--- config.mk ---
export PLATFORM = sky130hd
export DESIGN_NAME = sram_bridge
export DESIGN_NICKNAME = d
export VERILOG_FILES = /design/src/rtl/sram_bridge_pkg.sv /design/src/rtl/sram_wait_counter.sv /design/src/rtl/sram_bridge.sv
export SDC_FILE = /design/constraint.sdc
export NUM_CORES = 1
export LEC_CHECK = 0
export CAP_MARGIN = 20
export CELL_PAD_IN_SITES_DETAIL_PLACEMENT = 2
export CELL_PAD_IN_SITES_GLOBAL_PLACEMENT = 2
export CORE_UTILIZATION = 20
export DETAILED_ROUTE_END_ITERATION = 12
export GPL_TIMING_DRIVEN = 0
export PLACE_DENSITY = 0.84
export SLEW_MARGIN = 20
export SYNTH_ARGS = -nofsm -noshare
export SYNTH_HDL_FRONTEND = slang
export SYNTH_SLANG_ARGS = --single-unit
--- constraint.sdc ---
create_clock -name clock -period 1.7 [get_ports clock]
set_input_delay 0.17 -clock clock [delete_from_list [all_inputs] [get_ports clock]]
set_output_delay 0.17 -clock clock [all_outputs]
set_load 0.1 [all_outputs]
--- src/rtl/sram_bridge_pkg.sv ---
`default_nettype none
// ============================================================================
// Module   : sram_bridge_pkg
// Purpose  : Shared types and constants for the SRAM bridge: the controller
//            state encoding and the default read/write strobe lengths.
// Ports    : none (package)
// Revision : 1.0 - initial release
// ============================================================================
package sram_bridge_pkg;

    typedef enum logic [2:0] {
        ST_IDLE    = 3'd0,
        ST_RD      = 3'd1,
        ST_WR      = 3'd2,
        ST_WR_HOLD = 3'd3,
        ST_DONE    = 3'd4
    } state_t;

    localparam int c_RD_WAIT_DEFAULT = 2;
    localparam int c_WR_WAIT_DEFAULT = 2;

endpackage
`default_nettype wire

--- src/rtl/sram_wait_counter.sv ---
`default_nettype none
// ============================================================================
// Module   : sram_wait_counter
// Purpose  : Loadable down-counter that times the SRAM strobe phases.
//            Decrement saturates at zero so the count never wraps.
// Ports    : clock, reset_n    - clock, async active-low reset
//            load, load_value  - load a new count (has priority over dec)
//            dec               - decrement by one when non-zero
//            zero              - count is zero (last strobe cycle)
// Revision : 1.0 - initial release
// ============================================================================
module sram_wait_counter #(
    parameter int WIDTH = 2
) (
    input  logic             clock,
    input  logic             reset_n,
    input  logic             load,
    input  logic [WIDTH-1:0] load_value,
    input  logic             dec,
    output logic             zero
);

    logic [WIDTH-1:0] r_count;

    always_ff @(posedge clock or negedge reset_n) begin
        if (!reset_n) begin
            r_count <= '0;
        end else if (load) begin
            r_count <= load_value;
        end else if (dec && (r_count != '0)) begin
            r_count <= r_count - WIDTH'(1);
        end
    end

    assign zero = (r_count == '0);

endmodule
`default_nettype wire

--- src/rtl/sram_bridge.sv ---
`default_nettype none
// ============================================================================
// Module   : sram_bridge
// Purpose  : Bridges a simple read/write master with waitrequest onto an
//            asynchronous 16-bit SRAM. Each access: accept in IDLE, strobe
//            for RD_WAIT (read) or WR_WAIT + 1 hold (write) cycles, then one
//            DONE turnaround cycle where waitrequest drops.
// Ports    : clock, reset_n               - clock, async active-low reset
//            address/byteenable/read/write/writedata - master request
//            readdata/readdataready/waitrequest      - master response
//            sram_*                       - SRAM pad-side signals
//            rd_count/wr_count            - completed access counters
// Config   : SRAM_BRIDGE_STATS_EN - when defined, rd_count/wr_count are
//            saturating counters; otherwise both are tied to zero.
// Revision : 1.0 - initial release
// ============================================================================
module sram_bridge
    import sram_bridge_pkg::*;
#(
    parameter int ADDR_WIDTH = 20,
    parameter int DATA_WIDTH = 16,
    parameter int BE_WIDTH   = DATA_WIDTH / 8,
    parameter int RD_WAIT    = c_RD_WAIT_DEFAULT,
    parameter int WR_WAIT    = c_WR_WAIT_DEFAULT
) (
    input  logic                  clock,
    input  logic                  reset_n,
    input  logic [ADDR_WIDTH-1:0] address,
    input  logic [BE_WIDTH-1:0]   byteenable,
    input  logic                  read,
    input  logic                  write,
    input  logic [DATA_WIDTH-1:0] writedata,
    output logic [DATA_WIDTH-1:0] readdata,
    output logic                  readdataready,
    output logic                  waitrequest,
    output logic [ADDR_WIDTH-1:0] sram_addr,
    output logic [DATA_WIDTH-1:0] sram_dq_out,
    output logic                  sram_dq_oe,
    input  logic [DATA_WIDTH-1:0] sram_dq_in,
    output logic                  sram_ce_n,
    output logic                  sram_oe_n,
    output logic                  sram_we_n,
    output logic                  sram_ub_n,
    output logic                  sram_lb_n,
    output logic [31:0]           rd_count,
    output logic [31:0]           wr_count
);

    localparam int c_MAX_WAIT = (RD_WAIT > WR_WAIT) ? RD_WAIT : WR_WAIT;
    localparam int c_CNT_W    = $clog2(c_MAX_WAIT + 1);
    // Load WAIT-1 so the zero flag marks the final strobe cycle.
    localparam logic [c_CNT_W-1:0] c_RD_LOAD = c_CNT_W'(RD_WAIT - 1);
    localparam logic [c_CNT_W-1:0] c_WR_LOAD = c_CNT_W'(WR_WAIT - 1);

    state_t                r_state;
    state_t                w_next_state;
    logic [ADDR_WIDTH-1:0] r_addr;
    logic [BE_WIDTH-1:0]   r_be;
    logic [DATA_WIDTH-1:0] r_wdata;
    logic [DATA_WIDTH-1:0] r_rdata;
    logic                  r_rdy;
    logic                  w_accept;
    logic                  w_cnt_load;
    logic [c_CNT_W-1:0]    w_cnt_value;
    logic                  w_cnt_dec;
    logic                  w_cnt_zero;

    sram_wait_counter #(
        .WIDTH (c_CNT_W)
    ) u_wait_counter (
        .clock      (clock),
        .reset_n    (reset_n),
        .load       (w_cnt_load),
        .load_value (w_cnt_value),
        .dec        (w_cnt_dec),
        .zero       (w_cnt_zero)
    );

    always_ff @(posedge clock or negedge reset_n) begin
        if (!reset_n) begin
            r_state <= ST_IDLE;
            r_addr  <= '0;
            r_be    <= '0;
            r_wdata <= '0;
            r_rdata <= '0;
            r_rdy   <= 1'b0;
        end else begin
            r_state <= w_next_state;
            if (w_accept) begin
                r_addr  <= address;
                r_be    <= byteenable;
                r_wdata <= writedata;
            end
            if ((r_state == ST_RD) && w_cnt_zero) begin
                r_rdata <= sram_dq_in;
            end
            // High exactly for the DONE cycle that follows a read.
            r_rdy <= (r_state == ST_RD) && w_cnt_zero;
        end
    end

    always_comb begin
        w_next_state = r_state;
        w_accept     = 1'b0;
        w_cnt_load   = 1'b0;
        w_cnt_value  = '0;
        w_cnt_dec    = 1'b0;
        sram_ce_n    = 1'b1;
        sram_oe_n    = 1'b1;
        sram_we_n    = 1'b1;
        sram_ub_n    = 1'b1;
        sram_lb_n    = 1'b1;
        sram_dq_oe   = 1'b0;
        sram_dq_out  = '0;
        case (r_state)
            ST_IDLE: begin
                // Read has priority; a simultaneous write is dropped.
                if (read) begin
                    w_next_state = ST_RD;
                    w_accept     = 1'b1;
                    w_cnt_load   = 1'b1;
                    w_cnt_value  = c_RD_LOAD;
                end else if (write) begin
                    w_next_state = ST_WR;
                    w_accept     = 1'b1;
                    w_cnt_load   = 1'b1;
                    w_cnt_value  = c_WR_LOAD;
                end
            end
            ST_RD: begin
                w_cnt_dec = 1'b1;
                sram_ce_n = 1'b0;
                sram_oe_n = 1'b0;
                sram_ub_n = ~r_be[1];
                sram_lb_n = ~r_be[0];
                if (w_cnt_zero) begin
                    w_next_state = ST_DONE;
                end
            end
            ST_WR: begin
                w_cnt_dec   = 1'b1;
                sram_ce_n   = 1'b0;
                sram_we_n   = 1'b0;
                sram_ub_n   = ~r_be[1];
                sram_lb_n   = ~r_be[0];
                sram_dq_oe  = 1'b1;
                sram_dq_out = r_wdata;
                if (w_cnt_zero) begin
                    w_next_state = ST_WR_HOLD;
                end
            end
            ST_WR_HOLD: begin
                // we_n released while data and address stay stable.
                sram_ce_n    = 1'b0;
                sram_ub_n    = ~r_be[1];
                sram_lb_n    = ~r_be[0];
                sram_dq_oe   = 1'b1;
                sram_dq_out  = r_wdata;
                w_next_state = ST_DONE;
            end
            ST_DONE: begin
                w_next_state = ST_IDLE;
            end
            default: begin
                w_next_state = ST_IDLE;
            end
        endcase
    end

    assign sram_addr     = r_addr;
    assign readdata      = r_rdata;
    assign readdataready = r_rdy;
    assign waitrequest   = (read | write) && (r_state != ST_DONE);

`ifdef SRAM_BRIDGE_STATS_EN
    logic [31:0] r_rd_count;
    logic [31:0] r_wr_count;

    always_ff @(posedge clock or negedge reset_n) begin
        if (!reset_n) begin
            r_rd_count <= '0;
            r_wr_count <= '0;
        end else if (r_state == ST_DONE) begin
            // r_rdy distinguishes a read DONE from a write DONE.
            if (r_rdy) begin
                if (r_rd_count != '1) r_rd_count <= r_rd_count + 32'd1;
            end else begin
                if (r_wr_count != '1) r_wr_count <= r_wr_count + 32'd1;
            end
        end
    end

    assign rd_count = r_rd_count;
    assign wr_count = r_wr_count;
`else
    assign rd_count = '0;
    assign wr_count = '0;
`endif

endmodule
`default_nettype wire

==> results of run 1 <==
kinds of logic (layout without fill, tap and decap cells):
group,count (synthesis),in the layout,synth area share (%)
AOI/OAI and AO/OA,7,7,1.58
adders and majority gates,1,1,0.417
buffers and inverters,78,231,19.2
xor gates and xnor gates,1,1,0.292
muxes,54,54,21.4
DFF,60,60,50.0
and+or+nand+nor,32,33,7.04
other,1,64,0.125
layer usage:
metal	wire (um)	vias up	part of all wire, %	global-route usage [%]
met5	0	-	0	0
met2	5560	115	55	22.7
met3	572	9	5.7	3.78
met4	121	0	1.2	5.24
li1	-	1072	-	-
met1	3850	1150	38	13.5
area by class of cell:
class,instances,area (um^2)
fill,1478,8900
timing repair buffer,137,1560
sequential,60,1500
multi-input combinational,160,1390
buffer,73,613
clock buffer,12,246
tap,184,230
clock inverter,4,120
inverter,5,18.8
metrics by stage:
step	setup TNS [ns]	cell area (um^2)	cells	hold WS [ns]	util, %
finish	-1.22	5690	635	0.312	39.0
global route	-4.19	5690	635	0.344	39.0
CTS	-0.892	5370	624	0.324	36.8
detailed placement	-26.96	4700	599	0.132	32.2
global placement	-125.82	4690	598	0.482	32.1
floorplan	-1.05	3290	297	-0.126	-
sequential cells by signal, summed over array words and instances, names as in the netlist:
register / count
readdata: 16
readdataready: 1
r_wdata: 16
sram_addr: 20
r_state: 3
r_be: 2
u_wait_counter.r_count: 2
layout by cell type, fill, tap and decap left out, types with 2 or more instances in the layout:
cell type and count:
buf_4 76, conb_1 64, dfrtp_1 60, clkdlybuf4s50_1 56, mux2_4 49, clkdlybuf4s15_2 26
buf_12 19, and2_4 12, clkbuf_16 12, buf_6 11, clkbuf_2 10, buf_8 6
inv_1 5, mux2_2 5, and2_2 4, bufinv_16 4, clkbuf_8 2, nor2_1 2
a21oi_1 2, clkbuf_1 2
worst max-delay path, delay by kind of cell (launching register included):
kind | cells | cell delay (ns)
AND/OR/NAND/NOR | 2 | 0.41
flip-flops | 1 | 0.38
buffers and inverters | 3 | 0.49
worst max-delay path by stage:
stage / startpoint / endpoint / slack [ns] / cells after the start
finish: r_state[2] / sram_dq_out[10] / -0.09 / 5
global route: r_state[1] / sram_dq_out[10] / -0.15 / 5
CTS: r_state[2] / sram_dq_out[8] / -0.1 / 5
detailed placement: r_state[2] / sram_dq_out[8] / -1.04 / 5
global placement: reset_n / readdata[6] / -1.69 / 1
floorplan: r_state[1] / readdata[10] / -0.10 / 5
timing repair:
item                                    CTS  global route
cloned                                    2             4
resized for setup                       297            77
endpoints found under the setup margin  107            74
setup buffers                             6             7
pin swaps                                10             2
endpoints found under the hold margin    26             0
hold buffers                              1             0
==> results.tsv, run 1 <==
stage	metric	value	unit
outcome	status	complete, but fails checks	
outcome	violations	negative setup slack	
timing	final-setup-viol-count	40	
synthesis	async_reset_ff_share	100	%
placed_design	portBuffers	117	
route	wl_per_cell	15.9	um
timing	clock_skew	0.00717	ns
grt	grt_pass1_vias	2689	
grt	grt_max_degree	35	
synthesis	yosysMostFrequentCell	buf_4	
floorplanning	die_w	125	um
cts	cts_sinks	60	
cts	clockRootBuffer	clkbuf_16	
cts	cts.reportedPaths.clkPinSlew	0.05	ns
floorplanning	die_area	15500	um^2
timing	worst_pin_slew	0.953	ns
synthesis	syn-cell-area	3000	um^2
critical_path	worstPathRequired	1.53	ns
critical_path	cp_max_fo	5	
timing	fin_crit	1.79	ns
synthesis	synth_edf_count	0	
timing	fin_ws	-0.0889	ns
critical_path	path_class	register to primary output	
cts	h-tree-depth	3	
grt	grt_pass1_wl	14900	um
route	ant_nets	0	
floorplanning	die_height	125	um
timing	relSlewSlack	36.7	%
layout	diodes	0	
critical_path	r2r_start	r_state[2]	
synthesis	ys_seq_elements	60	
synthesis	yosysTopAreaCellShare	50.0	%
layout	drive_gt1_share	54.5	%
timing	finalCritPeriodShare	105	%
critical_path	crit_path_top_delay_cell	dfrtp_1	
route	wl	10100	um
cts	cts.path.max_buffers	2	
placed_design	dp_slack	-1.04	ns
synthesis	synth_area_leaders	dfrtp_1, buf_4, mux2_2	
synthesis	netlist_instances	234	
critical_path	path_cells	clkbuf_8 -> nor2b_4 -> buf_8 -> and2_4 -> buf_12	
synthesis	ys_types	29	
floorplanning	rows	44	
placed_design	place.gp.congestion	0.691	
timing	maxSlewViolCount	0	
hold_path	min_path_type	input pin to async pin	
synthesis	synth_warnings	0	
route	viasPerCell	3.69	
grt	overflow	0	
critical_path	rrSetupSlack	-0.03	ns
synthesis	ys_seq_area_share	50.0	%
critical_path	max_stage_delay	0.38	ns
floorplanning	initial_utilization	20.6	%
route	routed-via-count	2346	
synthesis	yosysTopAreaCell	dfrtp_1	
grt	antenna_found_initial	0	
placed_design	dp_hpwl	6790	um
route	drt_iter0_drc	60	
timing	clock.fmax	0.559	GHz
critical_path	start_kind	register	
synthesis	synthFlopType	dfrtp_1	
layout	nNetsFinal	505	
route	first_pass_iters	4	
critical_path	rr_endpoint	sram_addr[19]	
route	drc	0	
floorplanning	core_area	14600	um^2
critical_path	critPathCaptureType	primary output	
floorplanning	io_pins	182	
timing	rsz0062_at_grt	true	
grt	grt_use_total	12.6	%
run	maxCapViolations	0	
synthesis	syn-mean-instance-area	12.8	um^2
cts	insertion_delay	0.33	ns
critical_path	cp_data_arrival_time	1.62	ns
cts	cts-buffers-inserted	9	
critical_path	reg2reg_depth	6	
layout	area_delta_synth_final	89.3	%
cts	cts_tree	done	
synthesis	synth_commonest_cells	buf_4, dfrtp_1, mux2_2, and2_1, mux2_4	
timing	hold_viol_final	0	
Power of run 1 is left out: the tool's default activity adds up to more than one toggle a clock period on the data nets, which glitch-free logic cannot reach.
==> run 2, diff against run 1 <==
Settings changed: CTS_BUF_LIST from default to sky130_fd_sc_hd__clkbuf_8 sky130_fd_sc_hd__clkbuf_16, GPL_ROUTABILITY_DRIVEN from default to 0.
==> results.tsv, run 2 (synthesis results as in run 1) <==
stage	metric	value	unit	change
route	ant_nets	0		unchanged
timing	clock_skew	0.00729	ns	was 0.00717 ns
cts	cts.reportedPaths.clkPinSlew	0.05	ns	about the same
cts	insertion_delay	0.33	ns	about the same
critical_path	start_kind	register		unchanged
layout	area_delta_synth_final	89.3	%	unchanged
layout	post-route-util	39.0	%	unchanged
layout	final_cell_mix	buf_4, conb_1, dfrtp_1, clkdlybuf4s50_1, mux2_4		unchanged
grt	grt_pass1_wl	14900	um	unchanged
critical_path	cp_max_fo	5		unchanged
timing	final-setup-viol-count	42		was 40
critical_path	rrSetupSlack	-0.03	ns	about the same
placed_design	portBuffers	117		unchanged
floorplanning	initial_utilization	20.6	%	unchanged
critical_path	path_class	register to primary output		unchanged
route	viasPerCell	3.69		about the same
layout	drive_gt1_share	54.5	%	unchanged
route	routed-via-count	2345		was 2,346
outcome	violations	negative setup slack		unchanged
layout	nNetsFinal	505		unchanged
placed_design	dp_hpwl	6790	um	unchanged
grt	overflow	0		unchanged
floorplanning	rows	44		unchanged
critical_path	worstPathRequired	1.53	ns	about the same
outcome	status	complete, but fails checks		unchanged
critical_path	rr_endpoint	sram_addr[19]		unchanged
timing	worst_pin_slew	0.953	ns	unchanged
timing	hold_viol_final	0		unchanged
route	wl_per_cell	15.9	um	about the same
floorplanning	die_height	125	um	unchanged
cts	cts.path.max_buffers	2		unchanged
timing	maxSlewViolCount	0		unchanged
timing	fin_crit	1.79	ns	about the same
timing	clock.fmax	0.559	GHz	about the same
floorplanning	io_pins	182		unchanged
layout	largest_reg_flops	20		unchanged
critical_path	cp_data_arrival_time	1.62	ns	about the same
floorplanning	core_area	14600	um^2	unchanged
cts	h-tree-depth	3		unchanged
route	drc	0		unchanged
hold_path	min_path_type	input pin to async pin		unchanged
critical_path	r2r_start	r_state[2]		unchanged
critical_path	critPathCaptureType	primary output		unchanged
cts	cts-buffers-inserted	9		unchanged
route	drt_iter0_drc	60		unchanged
grt	grt_max_degree	35		unchanged
cts	clockRootBuffer	clkbuf_16		unchanged
timing	rsz0062_at_grt	true		unchanged
grt	antenna_found_initial	0		unchanged
critical_path	reg2reg_depth	6		unchanged
layout	diodes	0		unchanged
floorplanning	die_w	125	um	unchanged
route	first_pass_iters	4		unchanged
layout	layout_commonest_cell	buf_4		unchanged
grt	grt_pass1_vias	2689		unchanged
timing	relSlewSlack	36.7	%	unchanged
floorplanning	die_area	15500	um^2	unchanged
grt	grt_use_total	12.6	%	unchanged
run	maxCapViolations	0		unchanged
timing	holdWs	0.312	ns	about the same
timing	finalCritPeriodShare	105	%	about the same
cts	cts_tree	done		unchanged
timing	fin_ws	-0.0888	ns	was -0.0889 ns
route	wl	10100	um	about the same
cts	cts_sinks	60		unchanged
run 2: critical path: stages (launching register included):
cell      delay (ns)
dfrtp_1         0.38
clkbuf_8        0.16
nor2b_4         0.26
buf_8           0.16
and2_4          0.15
buf_12          0.17
run 2: metrics by stage:
stage / setup WS, ns / TNS [ns] / cells / area [um^2]
after floorplan: -0.104 / -1.05 / 297 / 3290
after global placement: -1.69 / -125.82 / 598 / 4690
after detailed placement: -1.04 / -26.96 / 599 / 4700
after CTS: -0.0970 / -0.893 / 624 / 5370
after global routing: -0.146 / -4.19 / 635 / 5690
final: -0.0888 / -1.24 / 635 / 5690
run 2: area by class of cell:
type / instances / area [um^2]
buffer: 73 / 613
clock buffer: 10 / 239
clock inverter: 6 / 128
fill: 1478 / 8900
inverter: 5 / 18.8
multi-input combinational: 160 / 1390
sequential: 60 / 1500
tap: 184 / 230
timing repair buffer: 137 / 1560
run 2: worst max path at each step:
stage | end | cells after the start | from
floorplan | readdata[10] | 5 | r_state[1]
global placement | readdata[6] | 1 | reset_n
detailed placement | sram_dq_out[8] | 5 | r_state[2]
CTS | sram_dq_out[8] | 5 | r_state[2]
global route | sram_dq_out[10] | 5 | r_state[1]
finish | sram_dq_out[10] | 5 | r_state[2]
run 2: repair_timing:
item / CTS / global route
setup endpoints to repair: 107 / 74
buffers inserted: 6 / 7
resized for setup: 297 / 77
hold buffers: 1 / 0
pin swaps: 10 / 2
hold endpoints to repair: 26 / 0
gates cloned: 2 / 4
run 2: layer usage:
| layer | up-vias | global-route usage, % | wire length (um) |
|---|---|---|---|
| met5 | - | 0 | 0 |
| li1 | 1072 | - | - |
| met3 | 9 | 3.78 | 572 |
| met2 | 115 | 22.7 | 5560 |
| met1 | 1149 | 13.5 | 3850 |
| met4 | 0 | 5.24 | 121 |
Power of run 2 is left out for the same reason.
